[src/rtl/seq_pkg.sv]
// Shared types for the drum step sequencer: transport state encoding and its width.
package seq_pkg;

    localparam int STATE_W = 2;

    typedef enum logic [STATE_W-1:0] {
        ST_IDLE  = 2'd0,
        ST_RUN   = 2'd1,
        ST_PAUSE = 2'd2
    } seq_state_e;

endpackage

[src/rtl/seq_tick_div.sv]
// Step-period divider: counts div_q 0..period_q and strobes tc at the terminal count.
// period_q is reloaded from period_i on load and at every terminal-count wrap.
module seq_tick_div #(
    parameter int TICK_W = 24
) (
    input  logic              clk,
    input  logic              rst,
    input  logic              clear,
    input  logic              load,
    input  logic              hold,
    input  logic [TICK_W-1:0] period_i,
    output logic              tc
);

    logic [TICK_W-1:0] div_q;
    logic [TICK_W-1:0] period_q;

    // Raw compare; the caller qualifies it with hold so a paused counter parked at
    // period_q does not advance the step.
    assign tc = (div_q == period_q);

    always_ff @(posedge clk) begin
        if (rst) begin
            div_q    <= '0;
            period_q <= '0;
        end else if (clear) begin
            div_q <= '0;
            if (load) period_q <= period_i;
        end else if (!hold) begin
            if (tc) begin
                div_q    <= '0;
                period_q <= period_i;
            end else begin
                div_q <= div_q + 1'b1;
            end
        end
    end

endmodule

[src/rtl/step_sequencer.sv]
// Drum step sequencer: TRACKS x STEPS pattern, transport FSM, step counter and
// registered one-cycle trigger outputs driven by the seq_tick_div step clock.
module step_sequencer
    import seq_pkg::*;
#(
    parameter int TRACKS = 4,
    parameter int STEPS  = 16,
    parameter int STEP_W = 4,
    parameter int TRK_W  = 2,
    parameter int TICK_W = 24
) (
    input  logic               clk,
    input  logic               rst,
    input  logic               play_i,
    input  logic               pause_i,
    input  logic               stop_i,
    input  logic [TICK_W-1:0]  period_i,
    input  logic               pat_wr_i,
    input  logic [TRK_W-1:0]   pat_trk_i,
    input  logic [STEP_W-1:0]  pat_step_i,
    input  logic               pat_val_i,
    output logic [TRACKS-1:0]  trig_o,
    output logic [STEP_W-1:0]  step_o,
    output logic               step_tick_o,
    output logic               bar_o,
    output logic [STATE_W-1:0] state_o
);

    localparam logic [TRK_W:0]    TRK_LIM  = (TRK_W + 1)'(TRACKS);
    localparam logic [STEP_W:0]   STEP_LIM = (STEP_W + 1)'(STEPS);
    localparam logic [STEP_W-1:0] STEP_TOP = STEP_W'(STEPS - 1);

    seq_state_e                      state_q, state_d;
    logic [STEP_W-1:0]               step_q, step_d, ev_step;
    logic [TRACKS-1:0][STEPS-1:0]    pat_q;
    logic [TRACKS-1:0]               trig_d;
    logic                            tc, div_hold, div_clr, div_load, fire;
    logic                            wr_ok;

    seq_tick_div #(.TICK_W(TICK_W)) u_div (
        .clk      (clk),
        .rst      (rst),
        .clear    (div_clr),
        .load     (div_load),
        .hold     (div_hold),
        .period_i (period_i),
        .tc       (tc)
    );

    // Transport FSM; stop beats pause beats play within a cycle.
    always_comb begin
        state_d  = state_q;
        step_d   = step_q;
        ev_step  = step_q;
        div_hold = 1'b1;
        div_clr  = 1'b0;
        div_load = 1'b0;
        fire     = 1'b0;
        unique case (state_q)
            ST_IDLE: begin
                if (!stop_i && !pause_i && play_i) begin
                    state_d  = ST_RUN;
                    step_d   = '0;
                    ev_step  = '0;
                    div_clr  = 1'b1;
                    div_load = 1'b1;
                    fire     = 1'b1;
                end
            end
            ST_RUN: begin
                if (stop_i) begin
                    state_d = ST_IDLE;
                    step_d  = '0;
                    div_clr = 1'b1;
                end else if (pause_i) begin
                    state_d = ST_PAUSE;
                end else begin
                    div_hold = 1'b0;
                    if (tc) begin
                        step_d  = (step_q == STEP_TOP) ? '0 : step_q + 1'b1;
                        ev_step = step_d;
                        fire    = 1'b1;
                    end
                end
            end
            ST_PAUSE: begin
                if (stop_i) begin
                    state_d = ST_IDLE;
                    step_d  = '0;
                    div_clr = 1'b1;
                end else if (!pause_i && play_i) begin
                    state_d = ST_RUN;
                end
            end
            default: begin
                state_d = ST_IDLE;
                step_d  = '0;
                div_clr = 1'b1;
            end
        endcase
    end

    // Event reads the pattern as registered, so a same-cycle write is not seen.
    for (genvar t = 0; t < TRACKS; t++) begin : g_trk
        assign trig_d[t] = pat_q[t][ev_step];
    end

    assign wr_ok = pat_wr_i && ({1'b0, pat_trk_i} < TRK_LIM) && ({1'b0, pat_step_i} < STEP_LIM);

    always_ff @(posedge clk) begin
        if (rst) begin
            state_q     <= ST_IDLE;
            step_q      <= '0;
            trig_o      <= '0;
            step_tick_o <= 1'b0;
            bar_o       <= 1'b0;
            pat_q       <= '0;
        end else begin
            state_q     <= state_d;
            step_q      <= step_d;
            step_tick_o <= fire;
            bar_o       <= fire && (ev_step == '0);
            trig_o      <= fire ? trig_d : '0;
            if (wr_ok) pat_q[pat_trk_i][pat_step_i] <= pat_val_i;
        end
    end

    assign step_o  = step_q;
    assign state_o = state_q;

endmodule

[config.mk]
export PLATFORM = sky130hd
export DESIGN_NAME = step_sequencer
export DESIGN_NICKNAME = d
export VERILOG_FILES = /design/src/rtl/seq_pkg.sv /design/src/rtl/seq_tick_div.sv /design/src/rtl/step_sequencer.sv
export SDC_FILE = /design/constraint.sdc
export NUM_CORES = 1
export LEC_CHECK = 0
export CORE_AREA = 5 5 134 98
export CTS_CLUSTER_DIAMETER = 120
export CTS_CLUSTER_SIZE = 30
export DETAILED_ROUTE_END_ITERATION = 8
export DIE_AREA = 0 0 139 103
export PLACE_DENSITY_LB_ADDON = 0.1
export REMOVE_ABC_BUFFERS = 1
export SKIP_CTS_REPAIR_TIMING = 1
export SLEW_MARGIN = 10
export SYNTH_ARGS = -nofsm -noshare
export SYNTH_HDL_FRONTEND = slang
export SYNTH_SLANG_ARGS = --single-unit
[constraint.sdc]
create_clock -name clk -period 3.3 [get_ports clk]
set_input_delay 0.66 -clock clk [delete_from_list [all_inputs] [get_ports clk]]
set_output_delay 0.66 -clock clk [all_outputs]
set_load 0.05 [all_outputs]
After elaboration in Yosys (flattened, before gate mapping)
Cells that the tools add are included.

word-level totals
  input port bits = 37
  flip-flop bits (word level) = 124
  word-level logic and storage cells = 89

operators by class
  multiplexer cells = 44
  add/sub/neg operators = 2
  equal/unequal tests = 10
  $lt $le $gt $ge = 5
  reductions and logical operators = 16
  bitwise logic cells = 1

operator list
  cell                                                        count
  2-to-1 mux 24 bit                                           5
  bitwise mux 64 bit                                          1
  demux 16 bit (select 2 bit)                                 1
  2-to-1 mux 4 bit                                            7
  adder 24 x 1 -> 24 bit, second input constant               1
  equality test 24 bit                                        1
  binary-select mux 1 bit (select 4 bit)                      4
  2-to-1 mux 16 bit                                           1
  2-to-1 mux 1 bit                                            14
  one-hot mux 4 bit (3 select lines)                          1
  less-than comparator 4 x 5 -> 1 bit, second input constant  2
  2-to-1 mux 2 bit                                            5
  one-hot mux 4 bit (2 select lines)                          1
  logical AND 1 bit                                           6
  inequality test 2 bit, second input constant                3
  inequality test 3 bit, second input constant                2
  one-hot mux 2 bit (3 select lines)                          1
  AND reduction 3 bit                                         2
  OR reduction 2 bit                                          3
  adder 4 x 1 -> 4 bit, second input constant                 1
  demux 1 bit (select 4 bit)                                  1
  equality test 4 bit, second input constant                  1
  >= comparator 4 x 1 -> 1 bit, second input constant         1
  zero test 4 bit                                             1
  other kinds (10)                                            12

Depth between registers and ports, before layout
  depth in word-level cells = 8
  mapped depth = 13
  gate-level depth less buffers = 11

Hierarchy
A second synthesis with hierarchy kept.

second synthesis, totals
  cells, all modules = 789
  area total of the unflattened synthesis = 6473.7 µm²

modules (own cells, without submodules)
  module          area an instance (µm²)  cells an instance  instances
  step_sequencer  4058.9                  529                1
  seq_tick_div    2414.8                  260                1

Least setup slack after synthesis
No wires, ideal clock.

  path kind = register to register
  from = register state_q[0] (netlist: state_o[0])
  to = register trig_o[1]
  library setup time = 0.126 ns
  required time = 3.174 ns
  arrival time = 2.895 ns
  period minus slack after synthesis = 3.021 ns
  setup slack = 0.279 ns
  stages on the path, launching flop included = 12
  path through = dfxtp_1 ha_1 nor2b_1 nor2b_1 clkbuf_1 nand4_4 mux2i_4 buf_6 mux2i_1 mux2i_1 a22oi_1 nand3_1

between the ends
  longest elaborated chain between the ends = 4
  elaborated cells between the ends (all ways) = 8
  those cells by class = 1 x eq/ne; 4 x mux; 1 x bitwise; 2 x reduce/logical

RTL lines
  what                                                                                      RTL line               RTL
  start: declaration                                                                        step_sequencer.sv:33   seq_state_e state_q, state_d;
  start signal: assignment                                                                  step_sequencer.sv:119  state_q <= state_d;
  equality test 2 x 1 -> 1 bit or zero test 2 bit (tied branches)                           step_sequencer.sv:59   unique case (state_q)
  one-hot mux 4 bit (2 select lines) or one-hot mux 1 bit (2 select lines) (tied branches)  step_sequencer.sv:59
  binary-select mux 1 bit (select 4 bit) or inverter 1 bit (tied branches)                  -
  2-to-1 mux 1 bit (not written as such) or OR reduction 2 bit (tied branches)              -
  end signal: assignment                                                                    step_sequencer.sv:123  trig_o <= fire ? trig_d : '0;
  end: declaration                                                                          step_sequencer.sv:22   output logic [TRACKS-1:0] trig_o,

Parallel ways exist; a longest one is shown, timed or not. The select of a mux whose other input is x is not followed.
A chain may end at the register's enable or synchronous reset.

Worst setup path after layout
  from = input port play_i
  to = register trig_o[2]

between the ends
  longest elaborated chain between the ends = 5
  elaborated cells between the ends (all ways) = 9
  those cells by class = 6 x mux; 1 x bitwise; 2 x reduce/logical

RTL lines
  what                                                                                      RTL line              RTL
  start: declaration                                                                        step_sequencer.sv:14  input logic play_i,
  logical AND 1 bit *                                                                       step_sequencer.sv:61  if (!stop_i && !pause_i && play_i) begin
  2-to-1 mux 4 bit or 2-to-1 mux 1 bit (tied branches)                                      step_sequencer.sv:61
  one-hot mux 4 bit (2 select lines) or one-hot mux 1 bit (2 select lines) (tied branches)  step_sequencer.sv:59
  binary-select mux 1 bit (select 4 bit) or inverter 1 bit (tied branches)                  -
  2-to-1 mux 1 bit (not written as such) or OR reduction 2 bit (tied branches)              -

Every way passes the cells marked *; elsewhere a longest branch is shown, timed or not. The select of a mux whose other input is x is not followed.

==> impl_metrics.ini <==
[yosys]
async_flop_share_pct = 0
yosys_warnings = 0
yosysSeqAreaShare_pct = 39.61
syn_area_sq_mm = 0.006267
ys_ff_latch = 124
ys_top_cells_by_count = nand2_1, dfxtp_1, a21oi_1
synth_top_area_share_pct = 39.61
yosysMostFrequentCell = nand2_1
postSynthCellCount = 816
yosys-top-cells-area = dfxtp_1, nand2_1, a21oi_1
synth.avg_cell_area_sq_um = 7.680
synth-main-ff-cell = dfxtp_1
ys_types = 55
synth_top_area_cell = dfxtp_1
synth_edf_count = 0

[die]
die-width_um = 139
start_util_pct = 52.62
core_sq_mm = 0.01191
die_h_um = 103
ioPinCount = 49
die_area_sq_mm = 0.01432
num_rows = 34

[clocking]
root_buffer = clkbuf_16
cts_buffers = 17
worstSkewPairLatency_ns = 0.41
cts_htree_levels = 4
tritoncts = yes
clockBufferDepth = 2
cts.sink_count = 124
clk_pin_slew_worst_paths_ns = 0.05

[worst_setup_path]
r2r_start = u_div.div_q[13]
worstReg2RegEnd = trig_o[1]
critPathCaptureType = register
arrival_ns = 3.46
critPathBufInv = 2
cpMostUsedCell = a21oi_1
rrSetupSlack_ns = 0.20
reg2reg_depth = 11
path_delay_family = compound AO/OA/AOI/OAI gates
cp_max_fo = 4
path_cells = clkdlybuf4s50_1 -> or3b_1 -> a21oi_1 -> and4_1 -> o2bb2ai_2 -> buf_4 -> a221o_1 -> o21ai_0 -> a2111oi_0 -> a21oi_1 -> nand3_1
critPathKind = in2reg
crit_required_ns = 3.65
slowest_delay_ns = 0.62
start_kind = primary input
slowest_stage = a2111oi_0

[worst_hold_path]
hp-start = pat_q[35]
hold_path_class = reg2reg
hold_end = pat_q[35]
worstHoldPathCells = 2

[timing]
maxSlewHeadroom_pct = 23.06
finClkSkew_ns = 0.008777
hold_viol_final = 0
slew_violations = 0
tightest_slew_ns = 1.154
min_period_ns = 3.110
min_period_over_period_pct = 94.23
fmax_mhz = 321.6
setup_viol = 0
rsz0062_at_grt = false
tns_ns = 0

[run_status]
outcome = complete, no violations

[pwr]
power_mw = 3.965
ir_drop_mv = 0.4444
power-per-cell-area_mw_per_mm2 = 518.8
p_leak_nw = 2.601

[global_routing]
grt_max_degree = 77
gr-total-overflow = 0
grt_use_total_pct = 23.37
grt_pass1_wl_mm = 27.00
antenna_found_initial = 0
grt_pass1_vias = 5241

[routing]
vias = 5942
viasPerCell = 5.670
wl_mm = 16.50
wl_per_cell_um = 15.75
drt_iter0_markers = 515
antenna_left = 0
first_pass_iters = 6
remaining_drc_errors = 0

[place]
port_buffers = 48
dp_hpwl_mm = 11.48
gp_congestion = 0.8842
dpl-instance-area_sq_mm = 0.007049

[finish]
syn2layout_area_growth_pct = 21.94
final_design_area_no_fill_sq_mm = 0.007642
num-fill-cells = 1049
layout-drive-gt1-share_pct = 10.95
fin_util_pct = 64.16
final_nets = 916
n_antenna_cell = 0

[job]
cap_violations = 0
per-layer routing:
layer | vias to the layer above | global-route usage, % | share of wire, %
met2 | 211 | 34.09 | 42
met3 | 19 | 5.331 | 7.0
li1 | 2909 | - | -
met4 | 0 | 6.241 | 1.1
met1 | 2803 | 34.81 | 50
met5 | - | 0 | 0
area by class of cell:
| class | instances | area, sq um | area share, % |
|---|---|---|---|
| multi-input combinational | 638 | 3566 | 46.66 |
| timing repair buffer | 88 | 783.3 | 10.25 |
| sequential | 124 | 2482 | 32.48 |
| clock inverter | 12 | 136.4 | 1.785 |
| tap | 162 | 202.7 | 2.652 |
| clock buffer | 20 | 456.7 | 5.976 |
| inverter | 4 | 15.01 | 0.1965 |
cells in the final DEF (no fill, tap or decap), types with 3 or more instances in the layout:
cell and n:
a21oi_1 96, a221o_1 3, a221oi_1 3, a32oi_1 3
and2_1 6, and3_1 9, buf_4 39, clkbuf_16 17
clkdlybuf4s50_1 46, clkinvlp_4 3, dfxtp_1 124, ha_1 6
inv_1 4, inv_6 3, mux2_2 8, mux2i_1 32
nand2_1 189, nand2b_1 9, nand3_1 66, nand4_1 11
nor2_1 71, nor2b_1 4, nor3_1 12, nor4_1 3
o211ai_1 4, o21ai_0 15, o21ai_1 4, or2_2 6
xnor2_1 21, xor2_1 25
stage by stage:
stage          setup slack [ns]  std cells  hold WS [ns]
2_1_floorplan           -0.1877        766        0.4261
3_3_place_gp           -0.04598       1016        0.4417
3_5_place_dp            -0.1310       1016        0.4489
4_1_cts                  0.1800       1048        0.4585
5_1_grt                 0.02082       1048        0.4688
6_report                 0.1904       1048        0.4586
kinds of logic after synthesis:
| family | share of synthesized area (%) |
|---|---|
| fa+ha+maj | 1.198 |
| compound gates | 13.30 |
| mux | 7.267 |
| simple gates | 28.63 |
| flops | 39.61 |
| xor+xnor | 6.428 |
| buf+inv | 3.573 |
how the worst max path moves through the flow:
stage | from | endpoint | slack (ns) | cells past startpoint
6_report | play_i | trig_o[2] | 0.19 | 11
5_1_grt | u_div.div_q[13] | trig_o[1] | 0.02 | 11
4_1_cts | u_div.div_q[13] | trig_o[1] | 0.18 | 11
3_5_place_dp | stop_i | trig_o[1] | -0.13 | 10
3_3_place_gp | play_i | trig_o[2] | -0.05 | 10
2_1_floorplan | state_o[0] | trig_o[2] | -0.19 | 9
worst reg2reg max path, cell delays in order, from the launching register on:
cell and delay (ns):
dfxtp_1 0.35, xor2_1 0.15, nor4_1 0.45, buf_4 0.20, and2_1 0.18, nand4_4 0.13
mux2i_4 0.69, buf_4 0.28, mux2i_1 0.21, mux2i_1 0.10, a22oi_1 0.16, nand3_1 0.09
report_power, final:
part	total [mW]	leakage (nW)	internal (mW)	switching, mW
Clock	1.86	0.283	1.16	0.706
Sequential	1.55	1.00	1.53	0.0239
Combinational	0.550	1.32	0.213	0.337
state kept, by name, indices dropped and copies added (netlist names):
signal	flops
bar_o	1
pat_q	64
state_o	2
step_o	4
step_tick_o	1
trig_o	4
u_div.div_q	24
u_div.period_q	24
(Power assumes the default switching activity.)
